`config.mk`:
```
export PLATFORM = sky130hd
export DESIGN_NAME = result_writer
export DESIGN_NICKNAME = d
export VERILOG_FILES = /design/src/rtl/result_writer_pkg.sv /design/src/rtl/result_fifo.sv /design/src/rtl/result_writer.sv
export SDC_FILE = /design/constraint.sdc
export NUM_CORES = 1
export LEC_CHECK = 0
export CAP_MARGIN = 20
export CORE_UTILIZATION = 55
export DETAILED_ROUTE_END_ITERATION = 16
export PLACE_DENSITY = 0.85
export SLEW_MARGIN = 40
export SYNTH_ARGS = -nofsm -noshare
export SYNTH_HDL_FRONTEND = slang
export SYNTH_HIERARCHICAL = 1
export SYNTH_SLANG_ARGS = --single-unit
export TNS_END_PERCENT = 5
```
`constraint.sdc`:
```
create_clock -name clk -period 2.9 [get_ports clk]
set_input_delay 0.58 -clock clk [delete_from_list [all_inputs] [get_ports clk]]
set_output_delay 0.58 -clock clk [all_outputs]
set_load 0.02 [all_outputs]
```
`src/rtl/result_writer_pkg.sv`:
```
// Shared types for the result writer: FSM state encoding, bus widths and the
// buffered request record.
package result_writer_pkg;
  localparam int ADDR_W = 30;
  localparam int DATA_W = 32;
  localparam int GAP_W  = 4;

  typedef enum logic [1:0] {
    IDLE  = 2'b00,
    WRITE = 2'b01,
    GAP   = 2'b10
  } state_t;

  typedef struct packed {
    logic [ADDR_W-1:0] addr;
    logic [DATA_W-1:0] data;
  } req_t;
endpackage

```
`src/rtl/result_fifo.sv`:
```
// Request buffer for the result writer: power-of-two circular FIFO with
// an occupancy counter and a combinational head output.
module result_fifo
  import result_writer_pkg::*;
#(
  parameter int DEPTH = 4
) (
  input  logic clk,
  input  logic rst,
  input  logic push,
  input  req_t push_req,
  input  logic pop,
  output req_t head,
  output logic full,
  output logic empty
);
  localparam int PTR_W = $clog2(DEPTH);
  localparam int CNT_W = PTR_W + 1;

  req_t             mem [DEPTH];
  logic [PTR_W-1:0] wr_ptr, rd_ptr;
  logic [CNT_W-1:0] count;
  logic             do_push, do_pop;

  assign full    = (count == CNT_W'(DEPTH));
  assign empty   = (count == '0);
  assign do_push = push && !full;
  assign do_pop  = pop && !empty;
  assign head    = mem[rd_ptr];

  // Storage carries no reset; only pointers and occupancy define validity.
  always_ff @(posedge clk) begin
    if (do_push) mem[wr_ptr] <= push_req;
  end

  always_ff @(posedge clk or negedge rst) begin
    if (!rst) begin
      wr_ptr <= '0;
      rd_ptr <= '0;
      count  <= '0;
    end else begin
      if (do_push) wr_ptr <= wr_ptr + 1'b1;
      if (do_pop)  rd_ptr <= rd_ptr + 1'b1;
      count <= count + CNT_W'(do_push) - CNT_W'(do_pop);
    end
  end
endmodule

```
`src/rtl/result_writer.sv`:
```
// Buffered memory write port: queues requests and issues them one at a time
// with a fixed idle gap. Optional write counter enabled by RESULT_WRITER_COUNT_EN.
module result_writer
  import result_writer_pkg::*;
#(
  parameter int FIFO_DEPTH = 4,
  parameter int GAP_CYCLES = 1
) (
  input  logic              clk,
  input  logic              rst,
  input  logic              push_valid,
  output logic              push_ready,
  input  logic [ADDR_W-1:0] push_addr,
  input  logic [DATA_W-1:0] push_data,
  output logic [ADDR_W-1:0] addr,
  output logic [DATA_W-1:0] data,
  output logic              wen,
  input  logic              mem_stall,
  output logic              busy,
  output logic [7:0]        wr_count
);
  state_t           state;
  logic [GAP_W-1:0] gap_cnt;
  logic             pop, full, empty;
  req_t             in_req, head;

  assign in_req.addr = push_addr;
  assign in_req.data = push_data;

  // Head stays queued until memory takes it, so a stalled write still
  // occupies a FIFO slot.
  assign pop        = (state == WRITE) && !mem_stall;
  assign push_ready = !full;
  assign busy       = !empty || (state != IDLE);

  result_fifo #(.DEPTH(FIFO_DEPTH)) u_fifo (
    .clk      (clk),
    .rst      (rst),
    .push     (push_valid),
    .push_req (in_req),
    .pop      (pop),
    .head     (head),
    .full     (full),
    .empty    (empty)
  );

  always_ff @(posedge clk or negedge rst) begin
    if (!rst) begin
      state   <= IDLE;
      wen     <= 1'b0;
      addr    <= '0;
      data    <= '0;
      gap_cnt <= '0;
    end else begin
      case (state)
        IDLE: begin
          if (!empty) begin
            state <= WRITE;
            wen   <= 1'b1;
            addr  <= head.addr;
            data  <= head.data;
          end
        end
        WRITE: begin
          if (!mem_stall) begin
            state   <= GAP;
            wen     <= 1'b0;
            gap_cnt <= GAP_W'(GAP_CYCLES);
          end
        end
        GAP: begin
          if (gap_cnt > GAP_W'(1)) begin
            gap_cnt <= gap_cnt - 1'b1;
          end else begin
            gap_cnt <= '0;
            if (!empty) begin
              state <= WRITE;
              wen   <= 1'b1;
              addr  <= head.addr;
              data  <= head.data;
            end else begin
              state <= IDLE;
            end
          end
        end
        default: begin
          state <= IDLE;
          wen   <= 1'b0;
        end
      endcase
    end
  end

`ifdef RESULT_WRITER_COUNT_EN
  always_ff @(posedge clk or negedge rst) begin
    if (!rst)     wr_count <= '0;
    else if (pop) wr_count <= wr_count + 8'd1;
  end
`else
  assign wr_count = '0;
`endif
endmodule

```
== Word-level counts from Yosys, hierarchy flattened ==
Memories as Yosys holds them, arrays and structs flattened.
Index checks and enable logic that the tools add are counted.
Word-level totals
  flip-flop bits (word level): 76
  RAM bits: 248
  bits of input ports: 66
  output and inout port bits: 73
  logic and storage cells: 57
  memories: 1
Memories
  u_fifo.mem: words 4, width 62, rd ports 1, clocked after Yosys merged registers in 0, wr ports 1, RTL line result_fifo.sv:20  | req_t mem [DEPTH];
Cells by class
  add/subtract/negate cells: 5
  magnitude comparators: 1
  equality and inequality tests: 6
  muxes and demuxes: 20
  reduce and logical (&&, ||, !) cells: 16
Operator list (number)
  32-bit two-way mux: 2
  32-bit case mux with 2 select lines: 1
  30-bit two-way mux: 2
  30-bit case mux with 2 select lines: 1
  4-bit two-way mux: 2
  4-bit case mux with 2 select lines: 1
  1-bit two-way mux: 6
  2-bit two-way mux: 3
  2-bit != test, second input constant: 3
  2-bit case mux with 3 select lines: 1
  2-bit AND reduction: 3
  2-bit nonzero test: 3
  2-bit by 1-bit adder with 2-bit output, second input constant: 2
  4-bit by 1-bit greater-than comparator with 1-bit output, second input constant: 1
  4-bit by 1-bit subtractor with 4-bit output, second input constant: 1
  3-bit by 1-bit adder with 3-bit output: 1
  3-bit equality test, second input constant: 1
  1-bit logical AND: 3
  1-bit logical NOT: 3
  3-bit logical NOT: 1
  1-bit case mux with 3 select lines: 1
  3-bit AND reduction: 1
  3-bit by 1-bit subtractor with 3-bit output: 1
  2-bit by 1-bit equality test with 1-bit output, second input constant: 1
  3 further kinds: 3

== Longest topological paths before layout ==
Gate-level depths: netlist of run 1.
  word-level depth: 5
  depth in mapped cells: 11

== Cells and area by module ==
Netlist of run 1, hierarchy kept.
Modules (own cells, without submodules)
  result_fifo: times used 1, cells each 365, area an instance 9487.8 sq um, sequential area each 7622.3 sq um
  result_writer: times used 1, cells each 180, area an instance 2992.9 sq um, sequential area each 1726.7 sq um

== Worst setup path before layout of run 1 ==
No wires, ideal clock.
  path kind: register to register
  start point: register u_fifo.count[2]
  end point: memory u_fifo/mem[0][0] (netlist name) (enable)
  setup time: 0.427 ns
  data arrival time: 2.194 ns
  data required time: 2.473 ns
  slack: 0.279 ns
  cell stages (with the launch flop): 3
  clock period less this slack: 2.621 ns
  path through: dfrtp_1 > nor3b_2 > and3b_1
On the way
  cells in the longest elaborated chain, start to end: 5
RTL lines
  start: declaration: RTL line result_fifo.sv:22  | logic [CNT_W-1:0] count;
  start signal: assignment: RTL line result_fifo.sv:44  | count <= count + CNT_W'(do_push) - CNT_W'(do_pop);
  3-bit equality test: RTL line result_fifo.sv:25  | assign full = (count == CNT_W'(DEPTH));
  via full: RTL line result_writer.sv:24  | logic pop, full, empty;
  1-bit logical NOT: RTL line result_fifo.sv:27  | assign do_push = push && !full;
  1-bit logical AND: RTL line result_fifo.sv:27
  1-bit two-way mux: RTL line result_fifo.sv:33  | if (do_push) mem[wr_ptr] <= push_req;
  1-bit two-way mux (implied by the code): RTL line result_fifo.sv:33
  end: declaration: RTL line result_fifo.sv:20
The timed path passes the listed nets, and every way through them passes these cells.

== Worst setup path in the final report of run 1 ==
  start point: register u_fifo.count[1]
  end point: output port busy
On the way
  cells in the longest elaborated chain, start to end: 3
RTL lines
  3-bit logical NOT: RTL line result_fifo.sv:26  | assign empty = (count == '0);
  via empty: RTL line result_writer.sv:24
  1-bit logical NOT: RTL line result_writer.sv:34  | assign busy = !empty || (state != IDLE);
  1-bit logical OR: RTL line result_writer.sv:34
  end: declaration: RTL line result_writer.sv:19  | output logic busy,
The timed path passes the listed nets, and every way through them passes these cells.

==> results of run 1 <==
[cell usage after synthesis, drive strengths merged, types with 2 or more instances]
cell type    n
buf         28
nand2b       5
nand2        7
xnor2        4
mux4        62
nor3         2
mux2        62
inv         12
and3b        4
edfxtp     248
nand4bb      2
o311ai       2
o211ai       3
or3          2
ha           8
a21oi        3
nor2         3
o31ai        3
dfrtp       76
[kinds of logic (layout without fill, tap and decap cells)]
| group | after synthesis | count (layout) | share of synthesized area (%) |
|---|---|---|---|
| other | 1 | 8 | 0.03005 |
| xor gates and xnor gates | 4 | 4 | 0.2807 |
| buffers and inverters | 40 | 214 | 2.717 |
| adders and majority gates | 9 | 9 | 0.9624 |
| DFF | 324 | 324 | 74.91 |
| AOI/OAI and AO/OA | 14 | 14 | 0.8922 |
| and+or+nand+nor | 29 | 29 | 1.534 |
| muxes | 124 | 124 | 18.68 |
[power groups by stage]
stage	clock, mW	sequential (mW)	combinational [mW]
3_3_place_gp	0	6.94	6.06
5_1_grt	4.52	7.07	6.53
3_5_place_dp	0	7.03	6.20
4_1_cts	4.33	6.96	6.27
6_report	4.25	6.95	6.15
2_1_floorplan	0	7.43	3.94
[stage by stage]
step | power (mW) | instances | util [%] | hold WS, ns
after detailed placement | 13.23 | 945 | 63.85 | 0.4966
after global routing | 18.11 | 1006 | 68.89 | 0.06915
after CTS | 17.56 | 1006 | 68.89 | 0.06266
final | 17.35 | 1006 | 68.89 | 0.04991
after floorplan | 11.37 | 552 | - | 0.2844
after global placement | 12.99 | 945 | 63.85 | 0.4942
[per-layer routing]
metal / vias up / track usage, % / wire [µm]
li1: 2493 / - / -
met1: 3029 / 26.13 / 9131
met2: 173 / 34.88 / 11750
met3: 53 / 4.067 / 1089
met4: 0 / 7.407 / 654
met5: - / 0 / 0
[layout make-up]
class                      count  area (µm²)  share of cell area [%]
timing repair buffer         141        1481                   9.763
clock inverter                22       197.7                   1.303
multi-input combinational    188        2834                   18.68
tap                          280       350.3                   2.309
clock buffer                  39       910.9                   6.003
inverter                      12       45.04                  0.2969
sequential                   324        9354                   61.65
[placed cells by master (no fill, tap or decap), drive strengths merged, types with 4 or more instances in the layout]
cell type / instances
nand2: 7
nand2b: 5
buf: 12
ha: 8
conb: 8
dfrtp: 76
clkinv: 13
edfxtp: 248
clkbuf: 39
mux2: 62
inv: 16
clkdlybuf4s50: 129
and3b: 4
mux4: 62
xnor2: 4
[flip-flops by register name (all words and copies together) (netlist names)]
signal / cells
u_fifo/count: 3
addr: 30
wen: 1
u_fifo/mem: 248
data: 32
u_fifo/rd_ptr: 2
state: 2
gap_cnt: 4
u_fifo/wr_ptr: 2
[final timing paths]
check                                          start                         to  slack (ns)  cells past startpoint
max                        u_fifo/count[1]$_DFF_PN0_                       busy        0.13                      4
min in group clk                data[28]$_DFFE_PN0P_       data[28]$_DFFE_PN0P_        0.51                      1
min                                              rst       data[31]$_DFFE_PN0P_        0.05                      1
max reg2reg                     state[1]$_DFFE_PN0P_  u_fifo/count[2]$_DFF_PN0_        0.58                     11
min reg2reg                     data[28]$_DFFE_PN0P_       data[28]$_DFFE_PN0P_        0.51                      1
max in group asynchronous                        rst        data[7]$_DFFE_PN0P_        2.24                      2
[critical path: cells and delay by family (launching register included)]
| kind | cells | cell delay [ns] |
|---|---|---|
| and+or+nand+nor | 2 | 0.62 |
| buffers and inverters | 2 | 0.64 |
| DFF | 1 | 0.45 |
==> metrics.md, run 1 <==
| Metric | Value |
|---|---|
| Run status | finished with violations |
| Failing checks | DRC |
| Largest area contributor in the netlist | edfxtp_1 |
| Vias per inst | ~5.7 |
| Ys flop type | edfxtp_1 |
| Vias in the first global route | 6320 |
| Max-slew violation count | 0 |
| Htree depth | 2 |
| Post-route cell area | 15170 µm² |
| Final hold vios | 0 |
| Critical Path, Cell by Cell | nor3_1 > inv_1 > or3_1 > clkdlybuf4s50_1 |
| P_int | 12.25 mW |
| Largest net degree at the start of global routing | 65 |
| Synthesized area | approximately 12000 µm² |
| DP HPWL | approximately 13 mm |
| First-pass GRT wire length | approximately 36 mm |
| Crit-path max FO | 7 |
| Yosys warns | 6 |
| Comb power frac | a little over a third |
| Post-synth EDFFs | between 200 and 250 |
| Slowest stage delay, CP | roughly 0.54 ns |
| Post-route ant nets | 0 |
| Worst vdd ir | roughly 0.00064 V |
| FMAX | around 360 MHz |
| Post-CTS Setup Repair Bufs | 0 |
| Number of library cell types mapped by synthesis | 36 |
| PostCTS Resize Cnt | 0 |
| Hold-fix buffers at CTS | 0 |
| Die area | between 20000 and 25000 µm² |
| Critical path type | flip-flop to output pin |
| Pwr Density | 1144 nW/µm² |
| Die width | 152.6 µm |
| Worst slew margin | 63.59% |
| Final GP Congestion | between 0.7 and 0.8 |
| Yosys top cell area share | between 50% and 60% |
| Worst Skew | between 0.015 and 0.02 ns |
| Clock share of power | around a quarter |
| Psw | 5.108 mW |
| Area delta synth->final | 21.57% |
| Startpoint Class | flip-flop |
| Critical Path AT | between 2 and 2.5 ns |
| Finish-stage setup viols | 0 |
| TritonRoute pass-1 iters | 12 |
| TritonCTS clock tree | yes |
| Worst Max-Slew Pin Slew | roughly 0.55 ns |
| Latest clock arrival within the worst-skew pair | 0.51 ns |
| Share of cells above drive strength 1 | between 20% and 30% |
| DR vias | 5748 |
| Layout net count | approximately 780 |
| Synth Instances | between 500 and 600 |
| Final Critical Period | 2.771 ns |
| # Max-Cap Violations | 0 |
| Post-synth ARST share | 23.46% |
| Tcrit/Tclk final | 95.55% |
| Crit path capture type | output pin |
| WL per Instance | 22.49 µm |
| Clock transition at path regs | approximately 0.060 ns |
| WP data required | roughly 2.3 ns |
| Antenna violations before repair | 0 |
| #FFs+latches synth | about 320 |
| Core Rows | 54 |
| Avg Inst Size Synth | between 20 and 25 µm² |
| RSZ-0062 raised after global routing | no |
| Num CTS Buffers | 34 |
| Final setup slack of the worst path | around 0.13 ns |
| Worst hold path type | input port to asynchronous set/reset pin |
| CP max-delay cell | clkdlybuf4s50_1 |
| Area contributors post-synth | edfxtp_1, dfrtp_1, mux4_2 |
| CTS Sinks | around 320 |
| Port bufs | 130 |
| Root cell of the clock tree | clkbuf_16 |
| Diode count | 0 |
| Leakage | between 5 and 6 nW |
| Ports | 139 |
| Initial DRC count | 320 |
| CTS max path bufs | 3 |
| Seq/Total Area, Yosys | 74.91% |
| Starting Density | between 50% and 60% |
| Chip height | between 150 and 200 µm |
| Share of power burned in registers | between 40% and 50% |
| Overflow after GRT | 0 |
| Core Footprint | roughly 22000 µm² |
| # DRC | 1 |
| Switch share | between 20% and 30% |
| Fillcell total | about 1400 |
| Placed Area | between 10000 and 15000 µm² |
| Total track usage | about a fifth |
| Setup slack after placement | just over 0.02 ns |
| TNS Setup | 0 ns |
| WL final | ~23 mm |
No activity file was read; power rests on OpenSTA's default activity.
==> run 2, diff against run 1 <==
--- a/config.mk
+++ b/config.mk
@@ -8,6 +8,7 @@
 export CAP_MARGIN = 20
 export CORE_UTILIZATION = 55
 export DETAILED_ROUTE_END_ITERATION = 16
+export HOLD_SLACK_MARGIN = 0.12
 export PLACE_DENSITY = 0.85
 export SLEW_MARGIN = 40
 export SYNTH_ARGS = -nofsm -noshare
==> metrics.md, run 2 (synthesized netlist as in run 1, its figures left out) <==
| Metric | Value |
|---|---|
| Post-CTS Setup Repair Bufs | 0 |
| Biggest register | u_fifo/mem |
| Post-route cell area | ~15000 µm² |
| Worst vdd ir | approximately 0.00064 V |
| Critical path type | flip-flop to output pin |
| CTS max path bufs | 3 |
| TritonRoute pass-1 iters | 12 |
| Max-slew violation count | 0 |
| Total track usage | 20.42% |
| Diode count | 0 |
| # Max-Cap Violations | 0 |
| PostCTS Resize Cnt | 0 |
| Die width | about 150 µm |
| DR vias | roughly 5700 |
| Latest clock arrival within the worst-skew pair | 0.51 ns |
| TritonCTS clock tree | yes |
| Routed metal-1 wirelength | roughly 9.1 mm |
| Comb power frac | 35.5% |
| Htree depth | 2 |
| Ports | around 140 |
| Worst hold path type | flip-flop to flip-flop |
| Final hold vios | 0 |
| Worst Skew | a little over 0.02 ns |
| RSZ-0062 raised after global routing | no |
| WL final | roughly 23 mm |
| Leakage | 5.473 nW |
| Largest net degree at the start of global routing | 65 |
| Fin util | roughly 70% |
| Clock transition at path regs | around 0.060 ns |
| Tcrit/Tclk final | between 90 and 100% |
| Fillcell total | between 1000 and 1500 |
| Failing checks | DRC |
| Root cell of the clock tree | clkbuf_16 |
| Pwr Density | between 1000 and 1500 nW/µm² |
| CTS Sinks | 324 |
| Fin Hold WS | a little over 0.5 ns |
| Placed Area | roughly 14000 µm² |
| Crit path capture type | output pin |
| Top Metal Used | met4 |
| Worst slew margin | a little under two thirds |
| Core Rows | 54 |
| Die area | around 23000 µm² |
| Met3 wire length | between 1 and 1.5 mm |
| Antenna violations before repair | 0 |
| Psw | 5.100 mW |
| Run status | finished with violations |
| Starting Density | between 50% and 60% |
| DR WL met2 | around 12 mm |
| FMAX | ~360 MHz |
| Vias in the first global route | between 6000 and 7000 |
| WP data required | 2.32 ns |
| Commonest non-fill, non-tap cell in the layout | edfxtp_1 |
| First-pass GRT wire length | 35.99 mm |
| Switch share | 29.40% |
| Worst Max-Slew Pin Slew | around 0.55 ns |
| Finish-stage setup viols | 0 |
| Max FFs per register | between 200 and 250 |
| Crit-path max FO | 7 |
| Commonest cells after routing, fill and taps aside | edfxtp_1, clkdlybuf4s50_1, dfrtp_1 |
| Layout net count | slightly below 800 |
| Initial DRC count | roughly 340 |
| Area delta synth->final | 21.65% |
| Share of cells above drive strength 1 | a little over a quarter |
| Chip height | roughly 150 µm |
| Critical Path AT | around 2.2 ns |
| DP HPWL | 12.85 mm |
| Overflow after GRT | 0 |
| Post-route ant nets | 0 |
| Core Footprint | ~22000 µm² |
| Largest regs | u_fifo/mem: 248 flops, data: 32 flops, addr: 30 flops |
| WL per Instance | about 22 µm |
| Final Critical Period | ~2.8 ns |
| P_int | roughly 12 mW |
| # DRC | 1 |
| Vias per inst | between 5 and 6 |
| Port bufs | 130 |
| Share of power burned in registers | 40.1% |
| TNS Setup | 0 ns |
| Num CTS Buffers | 34 |
| Clock share of power | about 24% |
| Final GP Congestion | between 0.7 and 0.8 |
| Startpoint Class | flip-flop |
[run 2: cell count changes in the layout (fill, tap and decap cells not counted)]
cell           previous run  this run
dlygate4sd3_1             0         1
[run 2: area by class of cell]
class,count,area [µm²],area share (%)
flip-flops and latches,324,9354,61.61
multi-input cells,188,2834,18.67
repair buffers,142,1491,9.823
clock buffers,39,910.9,5.999
well taps,280,350.3,2.307
clock inverters,22,197.7,1.302
inverters,12,45.04,0.2967
[run 2: power groups by stage]
stage               clock network [mW]  logic (mW)  registers (mW)
detailed placement                   0        6.20            7.03
floorplan                            0        3.94            7.43
global placement                     0        6.06            6.94
finish                            4.24        6.15            6.95
global route                      4.52        6.53            7.07
CTS                               4.33        6.27            6.96
[run 2: worst max-delay path: stages, from the launching register on]
cell,delay (ns)
dfrtp_1,0.45
nor3_1,0.30
inv_1,0.10
or3_1,0.32
clkdlybuf4s50_1,0.54
[run 2: final timing paths]
check	slack [ns]	to	cells past startpoint	from
hold / removal	0.51	data[20]$_DFFE_PN0P_	1	data[20]$_DFFE_PN0P_
setup reg to reg	0.58	u_fifo/count[2]$_DFF_PN0_	11	state[1]$_DFFE_PN0P_
setup / recovery	0.13	busy	4	u_fifo/count[1]$_DFF_PN0_
max in group asynchronous	1.68	data[7]$_DFFE_PN0P_	3	rst
min in group asynchronous	0.61	data[31]$_DFFE_PN0P_	2	rst
hold reg to reg	0.51	data[20]$_DFFE_PN0P_	1	data[20]$_DFFE_PN0P_
[run 2: timing repair]
item | CTS | global route
endpoints found under the setup margin | 0 | 0
hold buffers | 1 | 0
hold endpoints to repair | 34 | 0
[run 2: stage by stage]
stage | cells | setup WS (ns) | total power, mW
global placement | 945 | 0.1213 | 12.99
floorplan | 552 | 0.2788 | 11.37
CTS | 1007 | 0.1132 | 17.56
global route | 1007 | 0.004410 | 18.11
detailed placement | 945 | 0.02047 | 13.23
finish | 1007 | 0.1280 | 17.35
[run 2: per-layer routing]
metal | track usage (%) | vias to the layer above
li1 | - | 2494
met1 | 26.15 | 3020
met2 | 34.93 | 183
met3 | 4.067 | 49
met4 | 7.407 | 0
met5 | 0 | -
==> run 3, diff against run 2 <==
==> constraint.sdc (replaced) <==
create_clock -name clk -period 2.9 [get_ports clk]
set_input_delay 0.58 -clock clk [delete_from_list [all_inputs] [get_ports clk]]
set_output_delay 0.58 -clock clk [all_outputs]
set_load 0.01 [all_outputs]
==> metrics.md, run 3 (synthesized netlist as in run 1, its figures left out) <==
| Metric | Value |
|---|---|
| Ports | approximately 140 |
| TritonCTS clock tree | yes |
| DR vias | just under 6000 |
| Crit Reg-Reg Startpoint | gap_cnt[0]$_DFFE_PN0P_ |
| First-pass GRT wire length | between 30 and 40 mm |
| GR Layer Usage met3 | 4.209% |
| # Max-Cap Violations | 0 |
| Crit-path max FO | 7 |
| Hold-fix buffers at CTS | 0 |
| Biggest register | u_fifo/mem |
| # DRC | 5 |
| WL final | roughly 23 mm |
| DP HPWL | between 10 and 15 mm |
| Antenna violations before repair | 0 |
| PostCTS Resize Cnt | 0 |
| TNS Setup | 0 ns |
| CTS max path bufs | 3 |
| Worst hold path type | input port to asynchronous set/reset pin |
| Worst vdd ir | about 0.00084 V |
| Failing checks | DRC |
| Post-route ant nets | 0 |
| Clock transition at path regs | ~0.060 ns |
| Largest regs | u_fifo/mem: 248 flops, data: 32 flops, addr: 30 flops |
| GR Layer Usage met2 | between 30 and 40% |
| Final Critical Period | approximately 2.7 ns |
| Finish-stage setup viols | 0 |
| Vias per inst | 5.738 |
| Final GP Congestion | roughly 0.77 |
| Max FFs per register | 248 |
| Critical Path, Cell by Cell | nor3_1 > inv_1 > or3_1 > clkdlybuf4s50_1 |
| Sum of buffers and inverters on the critical path | 2 |
| Pwr Density | roughly 1100 nW/µm² |
| Layout net count | ~780 |
| Overflow after GRT | 0 |
| Worst Skew | 0.02715 ns |
| FMAX | roughly 370 MHz |
| Latest clock arrival within the worst-skew pair | about 0.50 ns |
| Final hold vios | 0 |
| Core Rows | 54 |
| Final setup slack of the worst path | between 0.15 and 0.2 ns |
| Core Footprint | approximately 22000 µm² |
| Worst slew margin | between 50% and 60% |
| Critical Path AT | 2.16 ns |
| Die width | 152.6 µm |
| Busiest grt layer | met2 |
| Worst Max-Slew Pin Slew | between 0.7 and 0.8 ns |
| Initial DRC count | between 400 and 500 |
| RSZ-0062 raised after global routing | no |
| WP data required | 2.32 ns |
| Slowest stage delay, CP | roughly 0.48 ns |
| Root cell of the clock tree | clkbuf_16 |
| TritonRoute pass-1 iters | 11 |
| Htree depth | 2 |
| Die area | roughly 23000 µm² |
| Top Family by Delay on Critical Path | simple AND/OR/NAND/NOR gates |
| Diode count | 0 |
| Worst setup path start | u_fifo/count[1]$_DFF_PN0_ |
| Startpoint Class | flip-flop |
| Global Route met1 Usage | 26.72% |
| Critical path type | flip-flop to output pin |
| Vias in the first global route | ~6400 |
| Crit path capture type | output pin |
| Leakage | 5.481 nW |
| Fin util | slightly below 70% |
| Fillcell total | ~1300 |
| Starting Density | a little under three fifths |
| Post-CTS Setup Repair Bufs | 0 |
| Setup slack after placement | around 0.016 ns |
| Tcrit/Tclk final | 94.34% |
| Run status | finished with violations |
| Commonest non-fill, non-tap cell in the layout | edfxtp_1 |
| Total track usage | about a fifth |
| Area delta synth->final | 21.85% |
| Num CTS Buffers | 34 |
| Chip height | 152.6 µm |
| Share of cells above drive strength 1 | a little over a quarter |
| Max-slew violation count | 0 |
| Port bufs | 130 |
| CTS Sinks | about 320 |
| CP max-delay cell | clkdlybuf4s50_1 |
| WL per Instance | between 20 and 25 µm |
| Commonest cells after routing, fill and taps aside | edfxtp_1, clkdlybuf4s50_1, dfrtp_1 |
| Largest net degree at the start of global routing | 65 |
-- run 3: changes by cell type in the layout (fill, tap and decap cells not counted), sizes merged --
| cell | change |
|---|---|
| clkinv | -6 |
| inv | -3 |
| buf | -1 |
| bufinv | +1 |
| clkbuf | +9 |
| clkinvlp | -1 |
| dlygate4sd3 | -1 |
-- run 3: through the flow --
stage	hold slack, ns	cell area, µm²	cells	power, mW
after global routing	0.1691	15210	1005	17.92
final	0.1233	15210	1005	17.18
after detailed placement	0.4934	14060	944	12.88
after floorplan	0.2844	12510	552	11.01
after global placement	0.4944	14060	944	12.62
after CTS	0.1490	15210	1005	17.35
-- run 3: worst paths after layout --
| kind | to | slack, ns | cells after the start |
|---|---|---|---|
| max | busy | 0.16 | 4 |
| max reg2reg | addr[22]$_DFFE_PN0P_ | 0.55 | 7 |
| max in group asynchronous | state[0]$_DFFE_PN0P_ | 2.12 | 2 |
| min in group clk | data[31]$_DFFE_PN0P_ | 0.51 | 1 |
| min | data[12]$_DFFE_PN0P_ | 0.12 | 1 |
| min reg2reg | data[31]$_DFFE_PN0P_ | 0.51 | 1 |
-- run 3: area by class of cell --
cell class | instances | area (µm²) | share of cell area, %
well taps | 280 | 350.3 | 2.304
flip-flops and latches | 324 | 9354 | 61.51
multi-input cells | 188 | 2834 | 18.63
repair buffers | 140 | 1474 | 9.691
clock buffers | 48 | 984.7 | 6.475
inverters | 12 | 45.04 | 0.2962
clock inverters | 13 | 166.4 | 1.094
-- run 3: metal layers --
layer  vias up  share of wire (%)  routed length (µm)
li1       2487                  -                   -
met1      3052                 40                9363
met2       190                 52               12080
met3        38                5.2                1207
met4         0                2.2                 499
met5         -                  0                   0
-- run 3: where the power goes --
part | switching, mW | internal, mW
Combinational | 2.46 | 3.35
Sequential | 0.608 | 6.36
Clock | 1.68 | 2.72
